## src/rtl/cpu_cmp_sched.sv

```systemverilog
// cpu_cmp_sched: one eq/slt/sltu comparator shared by NREQ requesters,
// with arbitration and a single registered response stage.
//
// Build option: define CPU_CMP_SCHED_RR_EN for round-robin arbitration.
// Leave it undefined for fixed priority (lowest index wins).
//
// Ports:
//   clk_i           clock, rising edge
//   rst_i           synchronous reset, active-high
//   req_valid_i     request valid, one bit per requester
//   req_ready_o     grant/accept, one-hot or zero, combinational
//   req_a_i         operand A, requester k at [32k+31:32k]
//   req_b_i         operand B, same packing
//   req_unsigned_i  1 = unsigned lt, 0 = signed lt
//   rsp_valid_o     response valid
//   rsp_ready_i     response consumer ready
//   rsp_id_o        requester index of the response
//   rsp_eq_o        A == B
//   rsp_lt_o        A < B, signed or unsigned per request
module cpu_cmp_sched #(
  parameter int NREQ = 2,
  parameter int IDW  = (NREQ > 1) ? $clog2(NREQ) : 1
) (
  input  logic                 clk_i,
  input  logic                 rst_i,
  input  logic [NREQ-1:0]      req_valid_i,
  output logic [NREQ-1:0]      req_ready_o,
  input  logic [NREQ*32-1:0]   req_a_i,
  input  logic [NREQ*32-1:0]   req_b_i,
  input  logic [NREQ-1:0]      req_unsigned_i,
  output logic                 rsp_valid_o,
  input  logic                 rsp_ready_i,
  output logic [IDW-1:0]       rsp_id_o,
  output logic                 rsp_eq_o,
  output logic                 rsp_lt_o
);

  localparam logic [0:0] S_EMPTY = 1'b0;
  localparam logic [0:0] S_FULL  = 1'b1;

  logic [0:0]     state_q, state_d;
  logic [IDW-1:0] id_q, id_d;
  logic           eq_q, eq_d;
  logic           lt_q, lt_d;

  logic           can_accept;
  logic           gnt_any;
  logic [IDW-1:0] gnt_idx;
  logic [NREQ-1:0] gnt_oh;
  logic           xfer;

  logic [31:0]    a_sel;
  logic [31:0]    b_sel;
  logic           u_sel;
  logic           cmp_eq;
  logic           cmp_lt;

  // Reset blocks acceptance so nothing slips in while the stage clears.
  assign can_accept = !rst_i &&
    ((state_q == S_EMPTY) || rsp_ready_i);

`ifdef CPU_CMP_SCHED_RR_EN
  logic [IDW-1:0] ptr_q, ptr_d;

  // Search starts at the pointer and wraps at NREQ.
  always_comb begin
    gnt_any = 1'b0;
    gnt_idx = '0;
    for (int i = 0; i < NREQ; i++) begin
      if (!gnt_any &&
          req_valid_i[(int'(ptr_q) + i) % NREQ]) begin
        gnt_any = 1'b1;
        gnt_idx = IDW'((int'(ptr_q) + i) % NREQ);
      end
    end
  end

  always_comb begin
    ptr_d = ptr_q;
    if (xfer) begin
      if (gnt_idx == IDW'(NREQ - 1))
        ptr_d = '0;
      else
        ptr_d = gnt_idx + IDW'(1);
    end
  end

  always_ff @(posedge clk_i) begin
    if (rst_i)
      ptr_q <= '0;
    else
      ptr_q <= ptr_d;
  end
`else
  // Fixed priority: scanning downward leaves the lowest index.
  always_comb begin
    gnt_any = 1'b0;
    gnt_idx = '0;
    for (int i = NREQ - 1; i >= 0; i--) begin
      if (req_valid_i[i]) begin
        gnt_any = 1'b1;
        gnt_idx = IDW'(i);
      end
    end
  end
`endif

  always_comb begin
    gnt_oh = '0;
    for (int k = 0; k < NREQ; k++)
      gnt_oh[k] = gnt_any && (gnt_idx == IDW'(k));
  end

  assign req_ready_o = can_accept ? gnt_oh : '0;
  assign xfer        = can_accept && gnt_any;

  // Operand mux driven by the one-hot grant.
  always_comb begin
    a_sel = '0;
    b_sel = '0;
    u_sel = 1'b0;
    for (int k = 0; k < NREQ; k++) begin
      if (gnt_oh[k]) begin
        a_sel = req_a_i[k*32 +: 32];
        b_sel = req_b_i[k*32 +: 32];
        u_sel = req_unsigned_i[k];
      end
    end
  end

  // Equal MSBs: the low 31 bits decide for both signednesses.
  // Differing MSBs: unsigned -> B bigger if B[31];
  // signed -> A negative if A[31].
  always_comb begin
    cmp_eq = (a_sel == b_sel);
    if (a_sel[31] == b_sel[31])
      cmp_lt = (a_sel[30:0] < b_sel[30:0]);
    else if (u_sel)
      cmp_lt = b_sel[31];
    else
      cmp_lt = a_sel[31];
  end

  always_comb begin
    state_d = state_q;
    id_d    = id_q;
    eq_d    = eq_q;
    lt_d    = lt_q;
    if (xfer) begin
      state_d = S_FULL;
      id_d    = gnt_idx;
      eq_d    = cmp_eq;
      lt_d    = cmp_lt;
    end else if (rsp_ready_i) begin
      state_d = S_EMPTY;
    end
  end

  always_ff @(posedge clk_i) begin
    if (rst_i) begin
      state_q <= S_EMPTY;
      id_q    <= '0;
      eq_q    <= 1'b0;
      lt_q    <= 1'b0;
    end else begin
      state_q <= state_d;
      id_q    <= id_d;
      eq_q    <= eq_d;
      lt_q    <= lt_d;
    end
  end

  assign rsp_valid_o = (state_q == S_FULL);
  assign rsp_id_o    = id_q;
  assign rsp_eq_o    = eq_q;
  assign rsp_lt_o    = lt_q;

endmodule
```

## config.mk

```make
export PLATFORM = sky130hd
export DESIGN_NAME = cpu_cmp_sched
export DESIGN_NICKNAME = d
export VERILOG_FILES = /design/src/rtl/cpu_cmp_sched.sv
export SDC_FILE = /design/constraint.sdc
export NUM_CORES = 1
export LEC_CHECK = 0
export CAP_MARGIN = 20
export CORE_ASPECT_RATIO = 0.5
export CORE_MARGIN = 3
export CORE_UTILIZATION = 36
export DETAILED_ROUTE_END_ITERATION = 10
export PLACE_DENSITY = 0.87
export SYNTH_ARGS = -nofsm -noshare
export SYNTH_HDL_FRONTEND = slang
export SYNTH_SLANG_ARGS = --single-unit
```

## constraint.sdc

```tcl
create_clock -name clk_i -period 3.7 [get_ports clk_i]
set_clock_uncertainty 0.1 [all_clocks]
set_input_delay 0.74 -clock clk_i [delete_from_list [all_inputs] [get_ports clk_i]]
set_output_delay 0.74 -clock clk_i [all_outputs]
set_load 0.005 [all_outputs]
```

# Word-level counts from Yosys, hierarchy flattened
# Index checks and enable logic that the tools add are counted.
word_totals:
  n_memories: 0
  wordCells: 30
  latch_bits: 0
  reg_bits: 4
  inputBits: 135
  mem_bits_rw: 0
  output_inout_bits: 6
  romBits: 0
classes:
  addsub: 0
  n_eq_ne: 2
  bitwise_logic: 2
  muxes: 14
  reduce_logical: 7
  order_cmp: 1
  div_mod_pow: 0
  multipliers: 0
  shift: 0
ops:
  columns: ["op", "n"]
  rows:
  - ["2-to-1 mux 32 bit", 4]
  - ["== test 32 bit", 1]
  - ["< comparator 31 bit", 1]
  - ["2-to-1 mux 1 bit", 9]
  - ["logical AND 1 bit", 4]
  - ["2-to-1 mux 2 bit", 1]
  - ["NOT 1 bit", 2]
  - ["nonzero test 2 bit", 1]
  - ["== test 1 bit", 1]
  - ["zero test 1 bit", 1]
  - ["logical OR 1 bit", 1]

# Longest topological paths before layout
logic_depth:
  ltp_word: 8
  mapped_depth: 11
  depth_no_buf: 9

# Least setup slack after synthesis
# OpenSTA, ideal clock, no wires.
synth_path:
  path_type: "input-to-reg"
  from: "input req_valid_i[1]"
  to: "register lt_q (netlist: rsp_lt_o)"
  path_buffers: 2
  path_stages: 10
  slack_ns: 0.941
  required_time_ns: 3.530
  arrival_ns: 2.589
  setup_ns: 0.070
  path_cell_list: "clkbuf_1 > clkbuf_1 > nand2_1 > o21ai_1 > ha_1 > a21o_1 > a21o_1 > a222oi_1 > nand4_1 > a21oi_1"
synth_between:
  elab_chain_cells: 8
  elab_cells_between_ends: 17
  classes_between: "order compare (1); eq/ne (1); mux (11); bitwise (1); reduce/logical (3)"
synth_lines:
  columns: ["element", "line_no", "rtl"]
  rows:
  - ["start, declared", "26", "input logic [NREQ-1:0] req_valid_i,"]
  - ["2-to-1 mux 1 bit *", "100", "if (req_valid_i[i]) begin"]
  - ["2-to-1 mux 1 bit", "100", null]
  - ["NOT 1 bit", "111", "gnt_oh[k] = gnt_any && (gnt_idx == IDW'(k));"]
  - ["logical AND 1 bit", "111", null]
  - ["2-to-1 mux 32 bit / 2-to-1 mux 1 bit (equally long branches) (2 in a row)", "123", "if (gnt_oh[k]) begin"]
  - ["< comparator 31 bit, or another cell as far along", "137", "cmp_lt = (a_sel[30:0] < b_sel[30:0]);"]
  - ["2-to-1 mux 1 bit", "136", "if (a_sel[31] == b_sel[31])"]
  - ["end signal, assigned", "169", "lt_q <= lt_d;"]
  - ["end, declared", "44", "logic lt_q, lt_d;"]
# Mark *: on every way between the ends. The rest lies on a longest branch, timed or not.
# A chain may end at the register's enable or synchronous reset.

# Worst setup path after layout
layout_path:
  from: "input req_valid_i[1]"
  to: "output req_ready_o[1]"
layout_between:
  elab_chain_cells: 4
  elab_cells_between_ends: 5
  classes_between: "mux (4); reduce/logical (1)"
layout_lines:
  columns: ["element", "line_no", "rtl"]
  rows:
  - ["2-to-1 mux 1 bit *", "100", null]
  - ["2-to-1 mux 1 bit", "100", null]
  - ["logical AND 1 bit *", "111", null]
  - ["2-to-1 mux 2 bit *", "114", "assign req_ready_o = can_accept ? gnt_oh : '0;"]
  - ["end, declared", "27", "output logic [NREQ-1:0] req_ready_o,"]
# Marked as above.

==> flow_summary.toml <==
[pwr]
p_seq_share_pct = 9.4
internal-power_uw = 332
clockPowerShare_pct = 18.7
p_leak_uw = 0.00136
p_per_area_mw_per_mm2 = 156
comb_power_share_pct = 71.9
irDropWorstVdd_mv = 0.0823
switching_share_pct = 34.1
switching_power_uw = 172

[layout]
drive_above_1_share_pct = 2.53
final_nets = 603
syn_to_final_growth_pct = 85.4
fillers = 385
n_antenna_cell = 0
fin_util_pct = 71.4

[placed_design]
finalWeightedCongestion = 0.807
preCtsSetupSlack_ns = 0.551
dp_hpwl_mm = 5.42
io_buffer_count = 140

[drt]
routed_wl_mm = 6.51
drt_pass1_iterations = 5
drt-initial-drc-count = 91
ant_nets = 0
wl_per_cell_um = 13.0
vias_per_cell = 5.12
vias = 2565
drc = 0

[critical_path]
rrSetupSlack_ns = 2.25
path_buf_inv = 2
critical_path.cell_chain = "buf_2 > nor2b_1 > and2_1 > clkdlybuf4s50_1"
critPathKind = "primary input to primary output"
slowest_stage = "clkdlybuf4s50_1"
critical_path_required_ns = 2.86
critPathCaptureType = "primary output"
cp_top_family = "buffers and inverters"
crit_path_start_kind = "primary input"
cp.arrival_ns = 2.17
max_stage_delay_ns = 0.51
critPathMaxFanout = 33

[clock_tree]
cts-root-buf = "clkbuf_8"
clock-sinks = 4
cts_tree = "yes"
clkTransAtPathRegs_ns = 0.03
clk_latency_ns = 0.22
cts_max_level = 1
clockBufferDepth = 2
cts.hold.buffers_added = 0
cts.repair.resized = 0
numCtsBuffers = 3
post-cts-setup-buffers = 0

[yosys]
ys_types = 29
synth_common_cells = "nand2_1, a21oi_1, nor2_1"
synth_edf_count = 0
netlist_instances = 307
synthFlopType = "dfxtp_1"
synth_nets = 473
synth_most_common_cell = "nand2_1"
synth_top_area_share_pct = 22.2
synth_top_area_cell = "ha_1"
yosys-top-cells-area = "ha_1, nand2_1, a21oi_1"
syn_area_mm2 = 0.00175
async_flop_share_pct = 0
syn_avg_cell_area_um2 = 5.69
ys_seq_area_share_pct = 4.59
ys_warn_count = 0
synth_seq_cells = 4

[floorplan]
die_h_um = 55.2
num_io_pins = 141
placementRows = 17
dieArea_mm2 = 0.00577
chipWidth_um = 104
start_util_pct = 38.5
core_mm2 = 0.00453

[outcome]
status = "finished, final reports clean"

[sta]
layout_min_cycle_time_ns = 3.01
fin_crit_sh_pct = 81.4
relSlewSlack_pct = 57.9
max_freq_ghz = 0.332
drv_slew = 0
setup_ws_ns = 0.690
setup_viol_count_final = 0
hold_violations = 0
tightest_slew_ns = 0.631
hold_slack_ns = 0.369
rsz0062_at_grt = "no"
fin_setup_tns_ns = 0

[run]
max_cap_viol_count = 0

[global_routing]
antenna_found_initial = 0
grt_use_total_pct = 22.2
grt_max_degree = 71
gr-total-overflow = 0
grt_pass1_vias = 2409
grt_pass1_wl_mm = 11.0

[worst_hold_path]
hp-class = "flip-flop to flip-flop"
[per-stage QoR]
step	power, uW	instances	instance area (um^2)
final	503	501	3240
after global routing	550	501	3240
after CTS	506	501	3240
after detailed placement	408	498	3190
after global placement	396	498	3190
after floorplan	217	307	1750
[power groups by stage]
stage	Sequential, uW	Clock, uW	Combinational [uW]
after global routing	47.7	99.9	403
after global placement	47.9	0	348
final	47.4	94.2	362
after CTS	47.4	96.3	363
after floorplan	48.3	0	169
after detailed placement	48.0	0	360
[layout make-up]
type | count | area, um^2 | area share, %
Multi-Input combinational cell | 283 | 1590 | 49.1
Timing Repair Buffer | 145 | 1440 | 44.6
Tap cell | 66 | 82.6 | 2.55
Clock buffer | 3 | 41.3 | 1.28
Sequential cell | 4 | 80.1 | 2.47
[cells in the final DEF, fill, tap and decap left out, drive strengths merged]
| master | n |
|---|---|
| o21bai | 1 |
| o21ba | 1 |
| nor4 | 3 |
| nand4 | 7 |
| nor3 | 4 |
| and3b | 2 |
| a21o | 4 |
| a222oi | 1 |
| o21ai | 35 |
| xor2 | 2 |
| a211oi | 2 |
| dfxtp | 4 |
| buf | 7 |
| o211ai | 1 |
| a22o | 4 |
| ha | 31 |
| and2 | 2 |
| clkdlybuf4s50 | 138 |
| a21oi | 39 |
| a22oi | 3 |
| nor3b | 2 |
| nand3 | 4 |
| nand3b | 1 |
| nand2 | 90 |
| nor2 | 38 |
| nand2b | 3 |
| nor2b | 2 |
| clkbuf | 3 |
| o31ai | 1 |
[worst register-to-register path: stages (launching register included)]
cell	delay (ns)
dfxtp_1	0.30
nor2b_1	0.17
nor3_1	0.29
nand3_1	0.14
nor4_1	0.22
a21oi_1	0.10
[state kept, by name (all words and copies together) (netlist names)]
register	count
rsp_eq_o	1
rsp_id_o	1
rsp_lt_o	1
rsp_valid_o	1
[final timing paths]
check / from / endpoint / cells past startpoint
setup / recovery: req_valid_i[1] / req_ready_o[1] / 4
hold / removal: rsp_id_o / rsp_id_o / 2
setup reg to reg: rsp_valid_o / rsp_lt_o / 5
hold reg to reg: rsp_id_o / rsp_id_o / 2
[metal layers]
layer / track usage [%] / wire [um] / share of wire [%]
met4: 6.63 / 112 / 1.7
met3: 3.27 / 346 / 5.3
met5: 0 / 0 / 0
met2: 40.2 / 3300 / 51
met1: 27.4 / 2750 / 42
[cells by family after synthesis]
kind of cell             Yosys count  share of synthesized area (%)
AND/OR/NAND/NOR                  158                           38.2
AO/OA/AOI/OAI                     92                           29.5
adder cells (fa/ha/maj)           31                           22.2
buffers and inverters             20                           4.44
flip-flops                         4                           4.59
XOR/XNOR                           2                           1.00
Note: power is estimated with default switching activity, not from simulation.
